[config.mk]
export PLATFORM = sky130hd
export DESIGN_NAME = plab5_mcore_dma_block_copy
export DESIGN_NICKNAME = d
export VERILOG_FILES = /design/src/rtl/plab5_mcore_dma_block_copy.sv
export SDC_FILE = /design/constraint.sdc
export NUM_CORES = 1
export LEC_CHECK = 0
export CAP_MARGIN = 25
export CORE_AREA = 2 2 230 141
export CTS_BUF_LIST = sky130_fd_sc_hd__clkbuf_4
export CTS_CLUSTER_SIZE = 20
export DETAILED_ROUTE_END_ITERATION = 8
export DIE_AREA = 0 0 232 143
export GPL_ROUTABILITY_DRIVEN = 0
export GPL_TIMING_DRIVEN = 1
export PLACE_DENSITY_LB_ADDON = 0.12
export SLEW_MARGIN = 20
export SYNTH_ARGS = -nofsm -noshare
export SYNTH_HDL_FRONTEND = slang
export SYNTH_SLANG_ARGS = --single-unit
[constraint.sdc]
create_clock -name clk -period 5.6 [get_ports clk]
set_clock_uncertainty 0.2 [all_clocks]
set_input_delay 1.68 -clock clk [delete_from_list [all_inputs] [get_ports clk]]
set_output_delay 1.68 -clock clk [all_outputs]
set_load 0.01 [all_outputs]
[src/rtl/plab5_mcore_dma_block_copy.sv]
// plab5_mcore_dma_block_copy: multi-word memory-to-memory copy engine.
// Accepts one command (src, dest, word count, domain), then alternates read
// bursts (up to p_buf_words words) and write bursts through a circular buffer
// on one memory request/response port, and pulses done when finished.
// Ports:
//   clk, reset (async, active-low)
//   cmd_*        command handshake and fields
//   abort        stop after the in-flight memory transaction
//   done*        completion pulse, error flag, words-written count
//   mem_req_*    memory request: val/rdy, control {type,opaque,addr,len}, data, domain
//   mem_resp_*   memory response: val/rdy, control, data, domain
module plab5_mcore_dma_block_copy #(
  parameter  int unsigned p_opaque_nbits = 8,
  parameter  int unsigned p_addr_nbits   = 32,
  parameter  int unsigned p_data_nbits   = 32,
  parameter  int unsigned p_buf_words    = 4,
  parameter  int unsigned p_len_nbits    = 16,
  localparam int unsigned c_mlen_nbits   = $clog2(p_data_nbits / 8),
  localparam int unsigned c_req_cnbits   = 3 + p_opaque_nbits + p_addr_nbits + c_mlen_nbits,
  localparam int unsigned c_resp_cnbits  = 5 + p_opaque_nbits + c_mlen_nbits
) (
  input  logic                     clk,
  input  logic                     reset,
  input  logic                     cmd_val,
  output logic                     cmd_rdy,
  input  logic [p_addr_nbits-1:0]  cmd_src_addr,
  input  logic [p_addr_nbits-1:0]  cmd_dest_addr,
  input  logic [p_len_nbits-1:0]   cmd_len,
  input  logic                     cmd_domain,
  input  logic                     abort,
  output logic                     done,
  output logic                     done_err,
  output logic [p_len_nbits-1:0]   done_count,
  output logic                     mem_req_val,
  input  logic                     mem_req_rdy,
  output logic [c_req_cnbits-1:0]  mem_req_control,
  output logic [p_data_nbits-1:0]  mem_req_data,
  output logic                     mem_req_domain,
  input  logic                     mem_resp_val,
  output logic                     mem_resp_rdy,
  input  logic [c_resp_cnbits-1:0] mem_resp_control,
  input  logic [p_data_nbits-1:0]  mem_resp_data,
  input  logic                     mem_resp_domain
);

  localparam int unsigned c_ptr_nbits = $clog2(p_buf_words);
  localparam int unsigned c_idx_nbits = c_ptr_nbits + 1;
  localparam int unsigned c_stride    = p_data_nbits / 8;

  typedef enum logic [2:0] {
    IDLE    = 3'd0,
    RD_REQ  = 3'd1,
    RD_WAIT = 3'd2,
    WR_REQ  = 3'd3,
    WR_WAIT = 3'd4,
    DONE    = 3'd5
  } state_t;

  state_t state, state_next;

  logic [p_addr_nbits-1:0] src_ptr, dest_ptr;
  logic [p_len_nbits-1:0]  rd_left, wr_left, count_q;
  logic                    domain_q, err_q, abort_q;
  logic [c_idx_nbits-1:0]  wr_idx, rd_idx, occ;
  logic [p_data_nbits-1:0] buf_mem [p_buf_words];

  logic accept, push, pop, set_err, active, abort_now, resp_ok;
  logic buf_empty, full_after_push, empty_after_pop;

  // Response control carries nothing this engine needs.
  logic unused_resp_control;
  assign unused_resp_control = ^mem_resp_control;

  // Buffer occupancy; the extra index bit separates full from empty.
  assign occ             = wr_idx - rd_idx;
  assign buf_empty       = (occ == '0);
  assign full_after_push = (occ == c_idx_nbits'(p_buf_words - 1));
  assign empty_after_pop = (occ == c_idx_nbits'(1));

  assign abort_now = abort | abort_q;
  assign resp_ok   = (mem_resp_domain == domain_q);

  // State register
  always_ff @(posedge clk or negedge reset) begin
    if (!reset) state <= IDLE;
    else        state <= state_next;
  end

  // Next-state and control decode
  always_comb begin
    state_next   = state;
    accept       = 1'b0;
    push         = 1'b0;
    pop          = 1'b0;
    set_err      = 1'b0;
    active       = 1'b0;
    cmd_rdy      = 1'b0;
    mem_req_val  = 1'b0;
    mem_resp_rdy = 1'b0;
    done         = 1'b0;
    done_err     = 1'b0;
    case (state)
      IDLE: begin
        cmd_rdy = 1'b1;
        if (cmd_val) begin
          accept     = 1'b1;
          state_next = (cmd_len != '0) ? RD_REQ : DONE;
        end
      end
      RD_REQ: begin
        active      = 1'b1;
        mem_req_val = 1'b1;
        if (mem_req_rdy)    state_next = RD_WAIT;
        else if (abort_now) state_next = DONE;
      end
      RD_WAIT: begin
        active       = 1'b1;
        mem_resp_rdy = 1'b1;
        if (mem_resp_val) begin
          if (!resp_ok) begin
            // Bad word is dropped; good buffered words still get written.
            set_err    = 1'b1;
            state_next = (!buf_empty && !abort_now) ? WR_REQ : DONE;
          end else begin
            push = 1'b1;
            if (abort_now)
              state_next = DONE;
            else if (rd_left != p_len_nbits'(1) && !full_after_push)
              state_next = RD_REQ;
            else
              state_next = WR_REQ;
          end
        end
      end
      WR_REQ: begin
        active      = 1'b1;
        mem_req_val = 1'b1;
        if (mem_req_rdy)    state_next = WR_WAIT;
        else if (abort_now) state_next = DONE;
      end
      WR_WAIT: begin
        active       = 1'b1;
        mem_resp_rdy = 1'b1;
        if (mem_resp_val) begin
          if (!resp_ok) begin
            set_err    = 1'b1;
            state_next = DONE;
          end else begin
            pop = 1'b1;
            if (abort_now || wr_left == p_len_nbits'(1))
              state_next = DONE;
            else if (!empty_after_pop)
              state_next = WR_REQ;
            else if (err_q || rd_left == '0)
              state_next = DONE;
            else
              state_next = RD_REQ;
          end
        end
      end
      DONE: begin
        done       = 1'b1;
        done_err   = err_q;
        state_next = IDLE;
      end
      default: state_next = IDLE;
    endcase
  end

  // Command latch, pointers, counters and sticky flags
  always_ff @(posedge clk or negedge reset) begin
    if (!reset) begin
      src_ptr  <= '0;
      dest_ptr <= '0;
      rd_left  <= '0;
      wr_left  <= '0;
      count_q  <= '0;
      domain_q <= 1'b0;
      err_q    <= 1'b0;
      abort_q  <= 1'b0;
      wr_idx   <= '0;
      rd_idx   <= '0;
    end else begin
      if (accept) begin
        src_ptr  <= cmd_src_addr;
        dest_ptr <= cmd_dest_addr;
        rd_left  <= cmd_len;
        wr_left  <= cmd_len;
        count_q  <= '0;
        domain_q <= cmd_domain;
        err_q    <= 1'b0;
        abort_q  <= 1'b0;
        wr_idx   <= '0;
        rd_idx   <= '0;
      end
      if (active && abort) abort_q <= 1'b1;
      if (set_err || (active && abort)) err_q <= 1'b1;
      if (push) begin
        wr_idx  <= wr_idx + c_idx_nbits'(1);
        src_ptr <= src_ptr + p_addr_nbits'(c_stride);
        rd_left <= rd_left - p_len_nbits'(1);
      end
      if (pop) begin
        rd_idx   <= rd_idx + c_idx_nbits'(1);
        dest_ptr <= dest_ptr + p_addr_nbits'(c_stride);
        wr_left  <= wr_left - p_len_nbits'(1);
        count_q  <= count_q + p_len_nbits'(1);
      end
    end
  end

  // Buffer storage (data only, no reset needed)
  always_ff @(posedge clk) begin
    if (push) buf_mem[wr_idx[c_ptr_nbits-1:0]] <= mem_resp_data;
  end

  // Request payload: held stable by the state and pointers while waiting on rdy.
  assign mem_req_control = {
    (state == WR_REQ) ? 3'h1 : 3'h0,
    p_opaque_nbits'(0),
    (state == WR_REQ) ? dest_ptr : src_ptr,
    c_mlen_nbits'(0)
  };
  assign mem_req_data   = buf_mem[rd_idx[c_ptr_nbits-1:0]];
  assign mem_req_domain = domain_q;
  assign done_count     = count_q;

endmodule

==> summary.txt, run 1 <==
Mean post-synth cell area: 11.72 um2
Warnings from Yosys: 0
XOR/XNOR share of the synthesized area: 0.009254
Outcome: finished clean
Longest individual stage delay on the worst path: 0.62 ns
Drt first-iter violations: 885
Clk sinks: 252
Crit-path cells: nor2b_1 -> nand2_2 -> o21ai_0 -> clkdlybuf4s50_1
Area share of the largest cell type after synthesis: 0.3124
Critical Path Sink: mem_req_control[27]
Basic-gate share of the synthesized area counting and, or, nand and nor cells: 0.1613
Quantity of gates resized following cts: 0
Overall die height: 143 um
Required time of the worst setup path: 3.72 ns
IO buf count: 206
DR WL/cell: 20.07 um
Starting utilization of the core area: 0.3973
Combined buffer and inverter count along the critical path: 1
Setup repair after global routing missed its margin: no
Floorplan Core Area: 30,970 um2
Combinational family with the most area after synthesis: simple AND/OR/NAND/NOR gates
Start of the worst register-to-register path: state[1]$_DFFE_PN0P_
Min cycle time layout: 5.256 ns
Most numerous cell in the Yosys netlist: sky130_fd_sc_hd__nand2_1
Initial antenna violation count: 3
Compound-Gate Fraction of Synth Area: 0.1293
Reg2Reg Capture Point: wr_left[1]$_DFFE_PN0P_
Filler Cells Inserted: 2,873
Number of H-tree levels: 3
Met2 usage in global routing: 0.2977
Largest net degree at the start of global routing: 73
I/O pin cnt: 234
Total wire length: 34,980 um
Number of pins with negative max-slew slack in the final report: 0
Share of async-settable or async-resettable flops after synthesis: 0.4921
Type of origin of the critical path: flop
Top Family by Delay on Critical Path: simple AND/OR/NAND/NOR gates
Antenna-violating nets left: 0
P&R area growth vs syn: 26.83%
Arrival time reported for the critical path endpoint: 3.38 ns
CTS tree: done
Half-perimeter wire length after detailed placement: 23,660 um
Highest attainable clock frequency: 190.3 MHz
Largest fanout on the critical path: 42
Setup TNS after final layout: 0 ns
Clock buffers created by TritonCTS: 67
Synth Flop Type: sky130_fd_sc_hd__edfxtp_1
Number of global-route vias before repair: 9,538
Mux share of post-synthesis cell area: 0.08450
Static power due to leakage: 5.733 nW
Mapped Area: 12,300 um2
Power, Total: 0.006776 W
Period utilization: 0.9386
Leading post-synthesis cells by cell area: sky130_fd_sc_hd__edfxtp_1 (31%), sky130_fd_sc_hd__dfrtp_1 (25%), sky130_fd_sc_hd__mux4_2 (5.9%)
Number of design rule violations left after detail routing: 0
Number of max-cap violations: 0
Count of cell types in the netlist: 74
Worst Reg-to-Reg Cells: 5
Global-route usage over all layers: 0.2155
Commonest cells in the synthesized netlist: sky130_fd_sc_hd__nand2_1 (142), sky130_fd_sc_hd__edfxtp_1 (128), sky130_fd_sc_hd__dfrtp_1 (124), sky130_fd_sc_hd__nand3_1 (60), sky130_fd_sc_hd__o21ai_0 (52)
Count of endpoints failing setup in the final report: 0
Slew Limit Headroom: 0.3546
Number of nets in the layout: 1,433
Start-to-end type of the worst setup path: reg2out
Hold WS: 0.2746 ns
Via count of the routed design: 9,733
Std cell rows: 50
Sequential area share after synthesis: 0.5646
Hold violation total from the final report: 0
Synth Register Bits: 252
Congestion Overflow GR: 0
Routing layer with the top usage in global route: met1
Wire length of the first global-routing pass: 54,820 um
Endpoint kind of the worst setup timing path: output port
Met3 track utilization from global routing: 0.05871
Share of synthesized cell area in full adder, half adder and majority cells: 0.01586
Buffer count from post-CTS setup fixing: 0
Share of layout cells above drive strength 1: 0.1497
Crit path max-delay cell type: sky130_fd_sc_hd__clkdlybuf4s50_1
Clock latency reported for the late side of the worst-skew pair: 0.71 ns
Library cell with the largest summed area after synthesis: sky130_fd_sc_hd__edfxtp_1
Cell count along the critical path: 4
Vias per Instance: 5.584
Hold buffer count at CTS: 0
Post-route cell area: 15,610 um2
CP startpoint: state[0]$_DFFE_PN0P_
VDD IR-drop max: 0.0001823 V
Util after Layout: 0.5039
Clock tree buffer depth: 3
Buffer type at the clock tree root: sky130_fd_sc_hd__clkbuf_4
Power per Cell Area: 434.2 nW/um2
Die area: 33,180 um2
Post-Synthesis Cells: 1,050
Instance area after placement: 14,780 um2
Met1 Use GR: 0.3288
R2R Setup Slk: 2.43 ns
HP Class: reg2reg
First-pass iteration count of the detailed router: 5
Least-Margin Pin Slew: 0.9648 ns
Clk pin slew, worst setup/hold paths: 0.06 ns
Post-synth EDFFs: 128
Overall die width: 232 um
-- routing by layer --
metal	vias to the layer above	share of wire
li1	4563	-
met1	4768	0.49
met2	356	0.42
met3	46	0.075
met4	0	0.014
met5	-	0
-- report_power, final --
part / switching (W) / internal, W / leakage (nW)
combinational: 0.00119 / 0.00110 / 2.52
sequential: 0.000563 / 0.00233 / 2.72
clock: 0.000761 / 0.000840 / 0.487
-- area by class of cell --
class                   instances  area (um2)  share of cell area
clock inverters                11       71.32            0.004570
diodes                          4       10.01           0.0006414
clock buffers                  98       735.7             0.04715
inverters                      27       101.3            0.006495
flip-flops and latches        252        6948              0.4452
well taps                     416       520.5             0.03335
multi-input cells             710        4987              0.3196
repair buffers                225        2231              0.1430
-- worst min path at each step --
| stage | start | end | cells past startpoint |
|---|---|---|---|
| 6_report | src_ptr[1]$_DFFE_PN0P_ | src_ptr[1]$_DFFE_PN0P_ | 2 |
| 2_1_floorplan | src_ptr[0]$_DFFE_PN0P_ | src_ptr[0]$_DFFE_PN0P_ | 2 |
| 3_5_place_dp | src_ptr[0]$_DFFE_PN0P_ | src_ptr[0]$_DFFE_PN0P_ | 2 |
| 3_3_place_gp | src_ptr[1]$_DFFE_PN0P_ | src_ptr[1]$_DFFE_PN0P_ | 2 |
| 5_1_grt | src_ptr[0]$_DFFE_PN0P_ | src_ptr[0]$_DFFE_PN0P_ | 2 |
| 4_1_cts | dest_ptr[1]$_DFFE_PN0P_ | dest_ptr[1]$_DFFE_PN0P_ | 2 |
-- metrics by stage --
stage	worst slack, ns	std cells
4_1_cts	0.3334	1739
3_3_place_gp	1.044	1630
6_report	0.3439	1743
5_1_grt	0.05508	1742
3_5_place_dp	1.004	1630
2_1_floorplan	1.566	1061
-- worst register-to-register path, delay by kind of cell, from the launching register on --
family / cells / cell delay (ns)
AOI/OAI and AO/OA: 1 / 0.15
buffers and inverters: 1 / 0.58
DFF: 1 / 0.56
and+or+nand+nor: 3 / 1.60
-- registers in the layout, summed over array words and instances, names as in the netlist --
signal,flops
rd_idx,3
wr_left,16
abort_q,1
buf_mem,128
rd_left,16
dest_ptr,32
err_q,1
done_count,16
state,3
src_ptr,32
wr_idx,3
mem_req_domain,1
-- cell families (layout without fill, tap and decap cells) --
group	count (synthesis)	after routing
simple gates	382	382
flops	252	252
compound gates	227	227
buf+inv	99	361
mux	61	61
fa+ha+maj	15	15
xor+xnor	13	13
other cells	1	16
-- cells in the final DEF (no fill, tap or decap), types with 24 or more instances in the layout --
cell type | netlist | routed
sky130_fd_sc_hd__clkdlybuf4s50_1 | 0 | 205
sky130_fd_sc_hd__nand2_1 | 142 | 140
sky130_fd_sc_hd__edfxtp_1 | 128 | 128
sky130_fd_sc_hd__dfrtp_1 | 124 | 123
sky130_fd_sc_hd__o211ai_1 | 39 | 39
sky130_fd_sc_hd__nand4_1 | 24 | 24
sky130_fd_sc_hd__clkbuf_4 | 0 | 98
sky130_fd_sc_hd__o311ai_0 | 38 | 38
sky130_fd_sc_hd__a21oi_1 | 25 | 25
sky130_fd_sc_hd__mux4_2 | 32 | 32
sky130_fd_sc_hd__nor2_1 | 37 | 36
sky130_fd_sc_hd__inv_1 | 27 | 27
sky130_fd_sc_hd__o21ai_0 | 52 | 52
sky130_fd_sc_hd__nand3_1 | 60 | 60
No activity file was read; power rests on OpenSTA's default activity.
==> run 2, diff against run 1 <==
--- a/config.mk
+++ b/config.mk
@@ -13,7 +13,6 @@
 export DIE_AREA = 0 0 232 143
 export GPL_ROUTABILITY_DRIVEN = 0
 export GPL_TIMING_DRIVEN = 1
-export PLACE_DENSITY_LB_ADDON = 0.12
 export SLEW_MARGIN = 20
 export SYNTH_ARGS = -nofsm -noshare
 export SYNTH_HDL_FRONTEND = slang
==> constraint.sdc (replaced) <==
create_clock -name clk -period 5.75 [get_ports clk]
set_clock_uncertainty 0.2 [all_clocks]
set_input_delay 1.725 -clock clk [delete_from_list [all_inputs] [get_ports clk]]
set_output_delay 1.725 -clock clk [all_outputs]
set_load 0.005 [all_outputs]
==> summary.txt, run 2 (synthesized netlist as in run 1, its figures left out) <==
Highest attainable clock frequency: 192.4 MHz
Number of pins with negative max-slew slack in the final report: 0 (unchanged)
Least-Margin Pin Slew: 1.053 ns (was 0.9648 ns)
Overall die width: 232 um (unchanged)
Combined buffer and inverter count along the critical path: 2 (was 1)
P&R area growth vs syn: 26.71% (was 26.83%)
Antenna-violating nets left: 0 (unchanged)
Number of max-cap violations: 0 (unchanged)
Most frequent cells in the layout: sky130_fd_sc_hd__clkdlybuf4s50_1 (205), sky130_fd_sc_hd__nand2_1 (140), sky130_fd_sc_hd__edfxtp_1 (128) (unchanged)
Quantity of gates resized following cts: 0 (unchanged)
Number of nets in the layout: 1,428 (was 1,433)
Outcome: finished clean (unchanged)
Power per Cell Area: 415.0 nW/um2 (was 434.2 nW/um2)
Drt first-iter violations: 798 (was 885)
Required time of the worst setup path: 3.83 ns (was 3.72 ns)
Number of global-route vias before repair: 9,609 (was 9,538)
Start-to-end type of the worst setup path: reg2out (unchanged)
Crit-path cells: nor2b_1 -> nand2_2 -> buf_16 -> o21ai_0 -> clkdlybuf4s50_1 (was nor2b_1 -> nand2_2 -> o21ai_0 -> clkdlybuf4s50_1)
Number of cells in the design after placement: 1,630 (unchanged)
Clock latency reported for the late side of the worst-skew pair: 0.76 ns (was 0.71 ns)
Setup repair after global routing missed its margin: no (unchanged)
Clock buffers created by TritonCTS: 61 (was 67)
Longest individual stage delay on the worst path: 0.63 ns (was 0.62 ns)
Number of design rule violations left after detail routing: 0 (unchanged)
Buffer count from post-CTS setup fixing: 0 (unchanged)
Via count of the routed design: 9,881 (was 9,733)
First-pass iteration count of the detailed router: 6 (was 5)
Endpoint kind of the worst setup timing path: output port (unchanged)
Half-perimeter wire length after detailed placement: 23,840 um (was 23,660 um)
Setup TNS after final layout: 0 ns (unchanged)
Initial antenna violation count: 4 (was 3)
Hold WS: 0.2822 ns (was 0.2746 ns)
Slew Limit Headroom: 0.2982 (was 0.3546)
Largest net degree at the start of global routing: 89 (was 73)
Min cycle time layout: 5.198 ns
Number of H-tree levels: 2 (was 3)
Overall die height: 143 um (unchanged)
Final std cells w/o fill: 1,746 (was 1,743)
IO buf count: 206 (unchanged)
Total wire length: 35,350 um (was 34,980 um)
Std cell rows: 50 (unchanged)
Period utilization: 0.9040
Share of layout cells above drive strength 1: 0.1501 (was 0.1497)
Clk sinks: 252 (unchanged)
HP Class: reg2reg (unchanged)
Clock tree buffer depth: 3 (unchanged)
Global-route usage over all layers: 0.2139 (was 0.2155)
I/O pin cnt: 234 (unchanged)
Static power due to leakage: 5.719 nW (was 5.733 nW)
Vias per Instance: 5.659 (was 5.584)
Filler Cells Inserted: 2,831 (was 2,873)
Commonest non-fill, non-tap cell in the layout: sky130_fd_sc_hd__clkdlybuf4s50_1 (unchanged)
Type of origin of the critical path: flop (unchanged)
Util after Layout: 0.5035 (was 0.5039)
Arrival time reported for the critical path endpoint: 3.27 ns (was 3.38 ns)
Crit path max-delay cell type: sky130_fd_sc_hd__dfrtp_1 (was sky130_fd_sc_hd__clkdlybuf4s50_1)
Top Family by Delay on Critical Path: buffers and inverters (was simple AND/OR/NAND/NOR gates)
Largest fanout on the critical path: 23 (was 42)
Wire length of the first global-routing pass: 54,770 um (was 54,820 um)
CTS tree: done (unchanged)
Hold violation total from the final report: 0 (unchanged)
Clk pin slew, worst setup/hold paths: 0.08 ns (was 0.06 ns)
Congestion Overflow GR: 0 (unchanged)
Largest register FFs: 128 (unchanged)
Count of endpoints failing setup in the final report: 0 (unchanged)
Floorplan Core Area: 30,970 um2 (unchanged)
Buffer type at the clock tree root: sky130_fd_sc_hd__clkbuf_4 (unchanged)
VDD IR-drop max: 0.0001739 V (was 0.0001823 V)
Starting utilization of the core area: 0.3973 (unchanged)
Die area: 33,180 um2 (unchanged)
DR WL/cell: 20.25 um (was 20.07 um)
Hold buffer count at CTS: 0 (unchanged)
[run 2: power breakdown]
part | internal, W | switching [W] | leakage [nW]
registers | 0.00226 | 0.000565 | 2.72
clock network | 0.000747 | 0.000736 | 0.470
logic | 0.00108 | 0.00108 | 2.53
[run 2: path summary, 6_finish.rpt]
| kind | startpoint | to | slack, ns | cells after the start |
|---|---|---|---|---|
| setup / recovery | state[0]$_DFFE_PN0P_ | mem_req_control[17] | 0.55 | 5 |
| hold / removal | done_count[15]$_DFFE_PN0P_ | done_count[15]$_DFFE_PN0P_ | 0.28 | 1 |
| setup reg to reg | state[1]$_DFFE_PN0P_ | src_ptr[31]$_DFFE_PN0P_ | 2.69 | 5 |
| hold reg to reg | done_count[15]$_DFFE_PN0P_ | done_count[15]$_DFFE_PN0P_ | 0.28 | 1 |
| max in group asynchronous | reset | dest_ptr[31]$_DFFE_PN0P_ | 3.66 | 2 |
| min in group asynchronous | reset | done_count[11]$_DFFE_PN0P_ | 0.75 | 1 |
[run 2: metal layers]
metal / global-route usage / up-vias / part of all wire
li1: - / 4591 / -
met1: 0.3213 / 4862 / 0.48
met2: 0.3056 / 375 / 0.43
met3: 0.04992 / 53 / 0.072
met4: 0.06343 / 0 / 0.016
met5: 0 / - / 0
[run 2: area by class of cell]
| cell class | count | area [um2] | share of cell area |
|---|---|---|---|
| diodes | 4 | 10.01 | 0.0006420 |
| clock buffers | 95 | 713.2 | 0.04574 |
| clock inverters | 16 | 62.56 | 0.004013 |
| inverters | 27 | 101.3 | 0.006500 |
| multi-input cells | 710 | 4992 | 0.3202 |
| flip-flops and latches | 252 | 6949 | 0.4457 |
| well taps | 416 | 520.5 | 0.03338 |
| repair buffers | 226 | 2242 | 0.1438 |
[run 2: stage by stage]
step / area, um2 / setup slack [ns] / total power [W]
after floorplan: 12350 / 1.671 / 0.003908
after detailed placement: 14780 / 1.185 / 0.004985
after global placement: 14780 / 1.166 / 0.004934
final: 15590 / 0.5519 / 0.006470
after global routing: 15590 / 0.3009 / 0.006894
after CTS: 15550 / 0.3067 / 0.006505
==> run 3, diff against run 2 <==
--- a/config.mk
+++ b/config.mk
@@ -5,10 +5,11 @@
 export SDC_FILE = /design/constraint.sdc
 export NUM_CORES = 1
 export LEC_CHECK = 0
+export ABC_CLOCK_PERIOD_IN_PS = 5750
 export CAP_MARGIN = 25
 export CORE_AREA = 2 2 230 141
 export CTS_BUF_LIST = sky130_fd_sc_hd__clkbuf_4
-export CTS_CLUSTER_SIZE = 20
+export CTS_CLUSTER_SIZE = 16
 export DETAILED_ROUTE_END_ITERATION = 8
 export DIE_AREA = 0 0 232 143
 export GPL_ROUTABILITY_DRIVEN = 0
==> results of run 3 <==
Final layout, timing and power as in run 2 (identical DEF).
